==> src/rtl/button_pkg.sv <==
// Shared definitions for the button conditioner: per-channel FSM state
// encoding, default timing constants and a small elaboration-time helper.
// Optional auto-repeat is enabled with the BUTTON_CONDITIONER_AUTOREPEAT_EN macro.
package button_pkg;

    // Per-channel press FSM. ST_REPEAT_EMIT is only reachable when
    // auto-repeat is compiled in.
    typedef enum logic [1:0] {
        ST_RELEASED    = 2'd0,
        ST_PRESS_EMIT  = 2'd1,
        ST_HELD        = 2'd2,
        ST_REPEAT_EMIT = 2'd3
    } btn_state_e;

    // 10 ms debounce, 500 ms first repeat, 100 ms repeat spacing at 50 MHz.
    localparam int DEFAULT_DEBOUNCE_CYCLES = 500000;
    localparam int DEFAULT_REPEAT_DELAY    = 25000000;
    localparam int DEFAULT_REPEAT_PERIOD   = 5000000;

    // Larger of two integers, used to size a counter shared by two limits.
    function automatic int max_int(input int a, input int b);
        return (a > b) ? a : b;
    endfunction

endpackage : button_pkg

==> src/rtl/debounce_channel.sv <==
// One push-button channel: 2-FF synchronizer, debounce counter and press FSM.
// Produces the debounced level and a one-cycle-early pulse request that the
// top level registers. With BUTTON_CONDITIONER_AUTOREPEAT_EN defined, a held
// button also requests auto-repeat pulses.
module debounce_channel
    import button_pkg::*;
#(
    parameter int DEBOUNCE_CYCLES = DEFAULT_DEBOUNCE_CYCLES,
    parameter int REPEAT_DELAY    = DEFAULT_REPEAT_DELAY,
    parameter int REPEAT_PERIOD   = DEFAULT_REPEAT_PERIOD
) (
    input  logic clk,
    input  logic reset,
    input  logic btn_raw_i,
    output logic stable_o,
    output logic emit_req_o
);

    // Reject parameter values the counters cannot honour.
    if (DEBOUNCE_CYCLES < 2 || REPEAT_DELAY < 1 || REPEAT_PERIOD < 1) begin : g_param_check
        $error("debounce_channel: DEBOUNCE_CYCLES must be >= 2 and repeat timings >= 1");
    end

    localparam int DB_W = $clog2(DEBOUNCE_CYCLES + 1);
    // Count value at which the next differing edge completes the debounce.
    localparam logic [DB_W-1:0] DB_LAST = DB_W'(DEBOUNCE_CYCLES - 1);

    logic            sync1_q;
    logic            sync2_q;
    logic [DB_W-1:0] db_cnt_q;
    logic [DB_W-1:0] db_cnt_d;
    logic            stable_q;
    logic            stable_d;
    btn_state_e      state_q;

`ifdef BUTTON_CONDITIONER_AUTOREPEAT_EN
    localparam int RPT_MAX = max_int(REPEAT_DELAY, REPEAT_PERIOD);
    localparam int RPT_W   = $clog2(RPT_MAX + 1);
    localparam logic [RPT_W-1:0] RPT_SAT     = RPT_W'(RPT_MAX);
    localparam logic [RPT_W-1:0] DELAY_LAST  = RPT_W'(REPEAT_DELAY - 1);
    localparam logic [RPT_W-1:0] PERIOD_LAST = RPT_W'(REPEAT_PERIOD - 1);

    // Cycles elapsed since the last emitted pulse of this press.
    logic [RPT_W-1:0] rpt_cnt_q;
    // Set once the first auto-repeat of the current press has fired, so the
    // shorter repeat period applies from then on.
    logic             rpt_seen_q;
    logic             rpt_due;

    assign rpt_due = (rpt_cnt_q >= (rpt_seen_q ? PERIOD_LAST : DELAY_LAST));
`endif

    // Two-flop synchronizer for the asynchronous raw button.
    always_ff @(posedge clk) begin
        if (reset) begin
            sync1_q <= 1'b0;
            sync2_q <= 1'b0;
        end else begin
            // NOTE: non-blocking so sync2_q takes the pre-edge sync1_q; a
            // blocking assignment would collapse the chain into a single flop.
            sync1_q <= btn_raw_i;
            sync2_q <= sync1_q;
        end
    end

    // Debounce next state: count edges that disagree with the stable level,
    // restart on any agreement, flip the level once the run is long enough.
    always_comb begin
        // NOTE: defaults first so every path assigns both outputs and no
        // latch is inferred.
        db_cnt_d = '0;
        stable_d = stable_q;
        if (sync2_q != stable_q) begin
            if (db_cnt_q >= DB_LAST) begin
                stable_d = ~stable_q;
            end else begin
                db_cnt_d = db_cnt_q + DB_W'(1);
            end
        end
    end

    // Debounce state registers.
    always_ff @(posedge clk) begin
        if (reset) begin
            db_cnt_q <= '0;
            stable_q <= 1'b0;
        end else begin
            db_cnt_q <= db_cnt_d;
            stable_q <= stable_d;
        end
    end

    // Press FSM: one emit state per press, plus optional repeat scheduling.
    always_ff @(posedge clk) begin
        if (reset) begin
            state_q <= ST_RELEASED;
`ifdef BUTTON_CONDITIONER_AUTOREPEAT_EN
            rpt_cnt_q  <= '0;
            rpt_seen_q <= 1'b0;
`endif
        end else begin
            case (state_q)
                ST_RELEASED: begin
                    if (stable_q) begin
                        state_q <= ST_PRESS_EMIT;
                    end
                end
                ST_PRESS_EMIT: begin
                    state_q <= ST_HELD;
`ifdef BUTTON_CONDITIONER_AUTOREPEAT_EN
                    rpt_cnt_q  <= RPT_W'(1);
                    rpt_seen_q <= 1'b0;
`endif
                end
                ST_HELD: begin
                    if (!stable_q) begin
                        state_q <= ST_RELEASED;
`ifdef BUTTON_CONDITIONER_AUTOREPEAT_EN
                        rpt_cnt_q <= '0;
                    end else if (rpt_due) begin
                        state_q <= ST_REPEAT_EMIT;
                    end else if (rpt_cnt_q != RPT_SAT) begin
                        rpt_cnt_q <= rpt_cnt_q + RPT_W'(1);
`endif
                    end
                end
`ifdef BUTTON_CONDITIONER_AUTOREPEAT_EN
                ST_REPEAT_EMIT: begin
                    state_q    <= ST_HELD;
                    rpt_cnt_q  <= RPT_W'(1);
                    rpt_seen_q <= 1'b1;
                end
`endif
                default: begin
                    state_q <= ST_RELEASED;
                end
            endcase
        end
    end

    // Pulse request: high in the cycle before the FSM enters an emit state,
    // so the registered output at the top coincides with that emit state.
    always_comb begin
        emit_req_o = 1'b0;
        if (state_q == ST_RELEASED && stable_q) begin
            emit_req_o = 1'b1;
        end
`ifdef BUTTON_CONDITIONER_AUTOREPEAT_EN
        if (state_q == ST_HELD && stable_q && rpt_due) begin
            emit_req_o = 1'b1;
        end
`endif
    end

    assign stable_o = stable_q;

endmodule : debounce_channel

==> src/rtl/button_conditioner.sv <==
// Up/down push-button front end: two debounced channels, a mutual-exclusion
// gate and registered one-cycle request pulses u/d.
// Build option: define BUTTON_CONDITIONER_AUTOREPEAT_EN for auto-repeat.
module button_conditioner
    import button_pkg::*;
#(
    parameter int DEBOUNCE_CYCLES = DEFAULT_DEBOUNCE_CYCLES,
    parameter int REPEAT_DELAY    = DEFAULT_REPEAT_DELAY,
    parameter int REPEAT_PERIOD   = DEFAULT_REPEAT_PERIOD
) (
    input  logic clk,
    input  logic reset,
    input  logic btn_up_raw,
    input  logic btn_down_raw,
    output logic u,
    output logic d,
    output logic up_held,
    output logic down_held
);

    logic up_req;
    logic down_req;
    logic up_stable;
    logic down_stable;
    logic u_q;
    logic d_q;

    debounce_channel #(
        .DEBOUNCE_CYCLES (DEBOUNCE_CYCLES),
        .REPEAT_DELAY    (REPEAT_DELAY),
        .REPEAT_PERIOD   (REPEAT_PERIOD)
    ) u_up_channel (
        .clk        (clk),
        .reset      (reset),
        .btn_raw_i  (btn_up_raw),
        .stable_o   (up_stable),
        .emit_req_o (up_req)
    );

    debounce_channel #(
        .DEBOUNCE_CYCLES (DEBOUNCE_CYCLES),
        .REPEAT_DELAY    (REPEAT_DELAY),
        .REPEAT_PERIOD   (REPEAT_PERIOD)
    ) u_down_channel (
        .clk        (clk),
        .reset      (reset),
        .btn_raw_i  (btn_down_raw),
        .stable_o   (down_stable),
        .emit_req_o (down_req)
    );

    // Register the pulses; simultaneous requests cancel each other.
    always_ff @(posedge clk) begin
        if (reset) begin
            u_q <= 1'b0;
            d_q <= 1'b0;
        end else begin
            u_q <= up_req & ~down_req;
            d_q <= down_req & ~up_req;
        end
    end

    assign u         = u_q;
    assign d         = d_q;
    assign up_held   = up_stable;
    assign down_held = down_stable;

endmodule : button_conditioner

==> config.mk <==
export PLATFORM = sky130hd
export DESIGN_NAME = button_conditioner
export DESIGN_NICKNAME = d
export VERILOG_FILES = /design/src/rtl/button_pkg.sv /design/src/rtl/debounce_channel.sv /design/src/rtl/button_conditioner.sv
export SDC_FILE = /design/constraint.sdc
export NUM_CORES = 1
export LEC_CHECK = 0
export CAP_MARGIN = 20
export CORE_ASPECT_RATIO = 1.75
export CORE_MARGIN = 1.5
export CORE_UTILIZATION = 59
export CTS_CLUSTER_SIZE = 10
export DETAILED_ROUTE_END_ITERATION = 16
export GPL_TIMING_DRIVEN = 0
export PLACE_DENSITY = 0.77
export SYNTH_ARGS = -nofsm -noshare
export SYNTH_HDL_FRONTEND = slang
export SYNTH_HIERARCHICAL = 1
export SYNTH_SLANG_ARGS = --single-unit
==> constraint.sdc <==
create_clock -name clk -period 2.2 [get_ports clk]
set_input_delay 0.44 -clock clk [delete_from_list [all_inputs] [get_ports clk]]
set_output_delay 0.44 -clock clk [all_outputs]
set_load 0.01 [all_outputs]
=== Yosys cells after proc, flatten, opt, wreduce, memory -nomap -nowiden ===
Index checks and enable logic that the tools add are counted.

* Register bits: 50
* Bits in latches: 0
* Memory bits (writable): 0
* Bits in read-only memories: 0
* Word-level logic and storage cells: 52
* Memories: 0

* $add $sub $neg: 2
* $mul: 0
* Div/mod/pow operators: 0
* Order comparisons: 2
* Equal/unequal tests: 10
* Shift operators: 0
* Muxes and demuxes: 8
* Bitwise gates (word level): 8
* Reductions and logical operators: 10

{| class="wikitable"
|+ Operator list
! cell !! number
|-
| 19-bit by 1-bit adder with 19-bit output (second input constant) || 2
|-
| 19-bit >= comparator (second input constant) || 2
|-
| 2-bit case mux with 3 select lines || 2
|-
| 2-bit 2-to-1 mux || 4
|-
| 2-bit AND reduction || 4
|-
| 1-bit NOT || 6
|-
| 3-bit OR reduction || 2
|-
| 2-bit by 1-bit == test with 1-bit output (second input constant) || 2
|-
| 2-bit == test (second input constant) || 2
|-
| 2-bit logical NOT || 2
|-
| 2-bit by 1-bit inequality test with 1-bit output (second input constant) || 2
|-
| 2-bit inequality test (second input constant) || 2
|-
| 1-bit AND || 2
|-
| 1-bit logical AND || 2
|-
| 1-bit 2-to-1 mux || 2
|-
| 1-bit inequality test || 2
|}

=== Depth between registers and ports, before layout ===
* Word-level depth: 5
* Mapped depth: 6
* Depth with buffers taken out: 5

=== Modules after synthesis ===
The synthesis kept the hierarchy.

{| class="wikitable"
|+ By module, submodules not included
! module !! times used !! cells each !! area each (um2) !! sequential area each (um2)
|-
| debounce_channel || 2 || 117 || 1062.3 || 480.5
|-
| button_conditioner || 1 || 4 || 55.1 || 40.0
|}

=== Worst setup path before layout ===
No wires, ideal clock.

* Path kind: register to register
* Start: register u_down_channel.db_cnt_q[2]
* End: register u_down_channel.db_cnt_q[15]
* Arrival: 1.602 ns
* Required time: 2.114 ns
* Path slack: 0.512 ns
* Cell stages (with the launch flop): 5
* Clock period less this slack: 1.688 ns
* Cells stage by stage: dfxtp_1 nand3_4 or4_4 or3_1 a211oi_1

* Cells in the longest elaborated chain, start to end: 2

{| class="wikitable"
|+ Ends and longest elaborated chain
! what !! line !! source
|-
| start, declared || debounce_channel.sv:30 || <nowiki>logic [DB_W-1:0] db_cnt_q;</nowiki>
|-
| start signal, assigned || debounce_channel.sv:88 || <nowiki>db_cnt_q <= db_cnt_d;</nowiki>
|-
| 19-bit >= comparator || debounce_channel.sv:74 || <nowiki>if (db_cnt_q >= DB_LAST) begin</nowiki>
|-
| 3-bit OR reduction (no line) || n/a ||
|}

Parallel ways exist; a longest one is shown, timed or not.
A chain may end at the register's enable or synchronous reset.

=== Worst setup path after layout ===
* Start: input port reset
* End: register u_up_channel.db_cnt_q[12]

* Cells in the longest elaborated chain, start to end: 1

{| class="wikitable"
|+ Ends and longest elaborated chain
! what !! line !! source
|-
| start, declared || button_conditioner.sv:12 || <nowiki>input logic reset,</nowiki>
|-
| 3-bit OR reduction (no line) || n/a ||
|-
| end signal, assigned || debounce_channel.sv:88 ||
|-
| end, declared || debounce_channel.sv:30 ||
|}

No other way between the ends.

==> impl_metrics.csv <==
group,metric,value,unit
timing,rsz0062_at_grt,"false",
clock_tree,htreeDepth,2,
job,maxCapViolations,0,
power_and_ir_drop,power_frac_seq,58.0,%
power_and_ir_drop,p_switching,310.4,uW
worst_setup_path,worst-setup-path-type,"in2reg",
global_route,grt_usage,20.70,%
placement,post-dp-hpwl,2.752,mm
drt,post_drt_wl_per_cell,12.72,microns
drt,antenna_left,0,
floorplan,die_x,48.95,microns
yosys,synth_cell_types,28,
worst_setup_path,rrSetupSlack,0.27,ns
floorplan,ios,8,
clock_tree,numCtsBuffers,5,
worst_setup_path,r2r_start,"u_up_channel/db_cnt_q[5]",
clock_tree,cts-root-buf,"clkbuf_8",
timing,period_share,89.66,%
yosys,avgSynthCellArea,9.158,sq um
clock_tree,cts_setup_buffers,0,
floorplan,floorplan.initialDensity,60.68,%
worst_setup_path,crit_fanout,16,
timing,finalSetupViolCount,0,
worst_hold_path,min_from,"u_down_channel/sync1_q",
floorplan,dieHeight,83.41,microns
clock_tree,clockBufferDepth,2,
global_route,grt_pass1_wl,6.734,mm
timing,fin_tns_setup,0,ns
final_layout,antennaDiodeCount,0,
floorplan,rows,29,
run_status,outcome,"completed",
worst_hold_path,whs_path_depth,1,
timing,finalClockSkew,0.005316,ns
yosys,synthesis.nets,244,
worst_setup_path,r2r_cells,4,
clock_tree,cts_tree,"built",
timing,slew_headroom,67.07,%
worst_setup_path,arrival,2.14,ns
clock_tree,clock-sinks,50,
power_and_ir_drop,p_leak,0.0006848,uW
power_and_ir_drop,p_int,1260,uW
global_route,grt_pass1_vias,1640,
worst_setup_path,cp.required,2.37,ns
drt,wirelength,3.802,mm
power_and_ir_drop,p_comb_share,1.4,%
drt,remaining_drc_errors,0,
final_layout,syn2layout_area_growth,11.14,%
worst_hold_path,worstHoldPathType,"reg2reg",
yosys,synth-seq-cells,50,
worst_setup_path,endpoint_kind,"register",
final_layout,num-nets-final,258,
final_layout,design_area,2422,sq um
power_and_ir_drop,p_sw_share,19.77,%
clock_tree,clk_pin_slew,0.09,ns
global_route,grt-ovfl-total,0,
floorplan,die_area,4082,sq um
power_and_ir_drop,power_density,648.3,nW/um^2
timing,post-route-min-period,1.973,ns
yosys,ys_seq_area_share,45.92,%
worst_setup_path,startpoint_type,"input port",
yosys,yosysWarnings,6,
floorplan,core_area,3592,sq um
drt,first_pass_iters,4,
yosys,synth_cells,238,
yosys,synth_area,2180,sq um
timing,worst_pin_slew,0.4940,ns
power_and_ir_drop,clkPwrFrac,40.6,%
timing,clock.fmax,507.0,MHz
timing,finalHoldViolations,0,
timing,drv_slew,0,
final_layout,drive_gt1_share,6.324,%
clock_tree,clock_latency,0.30,ns
power_and_ir_drop,vdd_drop_max,0.0006627,V
placement,port-buffer-count,7,
global_route,antenna_found_initial,0,
worst_setup_path,r2r-end,"u_up_channel/db_cnt_q[17]",
placement,gp_congestion,0.7901,
global_route,grt_start_max_net_pins,17,
drt,num_vias,1717,
worst_hold_path,holdPathEnd,"u_down_channel/sync2_q",
drt,drt_iter0_drc,50,
placement,place_area,2307,sq um
drt,viasPerCell,5.742,
## logic make-up (layout without fill, tap and decap cells)
logic type,count (synthesis),count (layout),share of synthesized area [%]
muxes,2,2,0.9185
and+or+nand+nor,118,118,31.34
adders and majority gates,2,2,1.148
buffers and inverters,14,29,2.411
AOI/OAI and AO/OA,22,22,6.200
DFF,50,50,45.92
xor gates and xnor gates,30,30,12.06
## metal layers
layer	up-vias	wire length (microns)	global-route usage, %
met5	-	0	0
met3	8	70	4.856
met2	10	2065	38.61
li1	888	-	-
met1	811	1590	21.26
met4	0	76	8.831
## critical path, stage by stage
cell and delay [ns]:
clkdlybuf4s50_1 0.75, nand2b_1 0.16, buf_1 0.38, clkbuf_2 0.32, nor3_1 0.08
## cell usage in the layout (no fill, tap or decap), types with 5 or more instances in the layout
cell type / netlist / layout
inv_1: 6 / 6
dfxtp_1: 50 / 50
nand4_1: 12 / 12
xnor2_1: 22 / 22
nor3_1: 44 / 44
nand2b_1: 8 / 8
xor2_1: 8 / 8
nor3b_1: 6 / 6
clkbuf_8: 0 / 5
nand3_1: 8 / 8
nand2_1: 12 / 12
clkdlybuf4s50_1: 0 / 7
nor4_1: 6 / 6
nor2b_1: 6 / 6
o21ai_0: 8 / 8
## sequential cells by signal, summed over array words and instances, names as in the netlist
signal                   count
u_down_channel/stable_o      1
u_up_channel/db_cnt_q       19
u_down_channel/state_q       2
u_up_channel/stable_o        1
u_up_channel/sync2_q         1
u_up_channel/sync1_q         1
u_down_channel/sync2_q       1
u_down_channel/db_cnt_q     19
u_up_channel/state_q         2
u_down_channel/sync1_q       1
u                            1
d                            1
## repair_timing
| item | in CTS | in global routing |
|---|---|---|
| endpoints found under the hold margin | 0 | 0 |
| hold buffers | 0 | 0 |
| gates resized for setup | 0 | 4 |
| setup endpoints to repair | 0 | 20 |
## synthesized netlist by cell type (all sizes together)
cell type | n | area, sq um
nor2 | 4 | 15.01
nor3b | 6 | 45.04
inv | 6 | 22.52
and4 | 2 | 20.02
dfxtp | 50 | 1001
a31oi | 2 | 12.51
clkbuf | 6 | 22.52
or4 | 2 | 22.52
ha | 2 | 25.02
nand3b | 2 | 15.01
xnor2 | 22 | 192.7
nor3 | 44 | 220.2
nor2b | 6 | 37.54
o21a | 2 | 15.01
xor2 | 8 | 70.07
o21ai | 8 | 40.04
a21oi | 4 | 20.02
nand2 | 12 | 45.04
mux2i | 2 | 20.02
nand3 | 10 | 75.07
nand4 | 12 | 75.07
nor4 | 6 | 37.54
or3 | 4 | 25.02
a211oi | 4 | 30.03
a311oi | 2 | 17.52
buf | 2 | 7.510
nand2b | 8 | 50.05
## per-stage QoR
step | hold WS [ns] | utilization [%] | total power (uW) | instances | worst slack [ns]
2_1_floorplan | 0.4138 | - | 942.9 | 238 | 0.5124
3_3_place_gp | 0.4162 | 64.23 | 953.8 | 291 | -0.1887
3_5_place_dp | 0.4372 | 64.23 | 954.6 | 291 | -0.2197
4_1_cts | 0.4587 | 67.36 | 1587 | 299 | 0.09061
5_1_grt | 0.4637 | 67.43 | 1630 | 299 | 0.05297
6_report | 0.4506 | 67.43 | 1570 | 299 | 0.2274
## worst max path at each step
stage                               startpoint  depth (start not counted)  slack, ns                           to
global placement                         reset                          5      -0.19   u_down_channel/db_cnt_q[9]
floorplan           u_down_channel/db_cnt_q[2]                          4       0.51  u_down_channel/db_cnt_q[15]
finish                                   reset                          5       0.23    u_up_channel/db_cnt_q[12]
detailed placement                       reset                          5      -0.22    u_up_channel/db_cnt_q[18]
CTS                                      reset                          5       0.09    u_up_channel/db_cnt_q[18]
global route                             reset                          5       0.05    u_up_channel/db_cnt_q[12]
## power by group through the flow
stage | Sequential [uW] | Combinational, uW | Clock, uW
final | 911 | 21.8 | 637
after global routing | 912 | 24.5 | 693
after floorplan | 932 | 10.9 | 0
after global placement | 932 | 21.4 | 0
after detailed placement | 933 | 21.8 | 0
after CTS | 912 | 22.0 | 653
## area by class of cell
| class | instances | area (sq um) |
|---|---|---|
| plain buffers | 8 | 32.53 |
| clock buffers | 5 | 68.82 |
| clock inverters | 3 | 43.79 |
| fillers | 282 | 1170 |
| inverters | 6 | 22.52 |
| multi-input cells | 174 | 1126 |
| flip-flops and latches | 50 | 1001 |
| well taps | 46 | 57.56 |
| repair buffers | 7 | 70.07 |
Note: power is estimated with default switching activity, not from simulation.
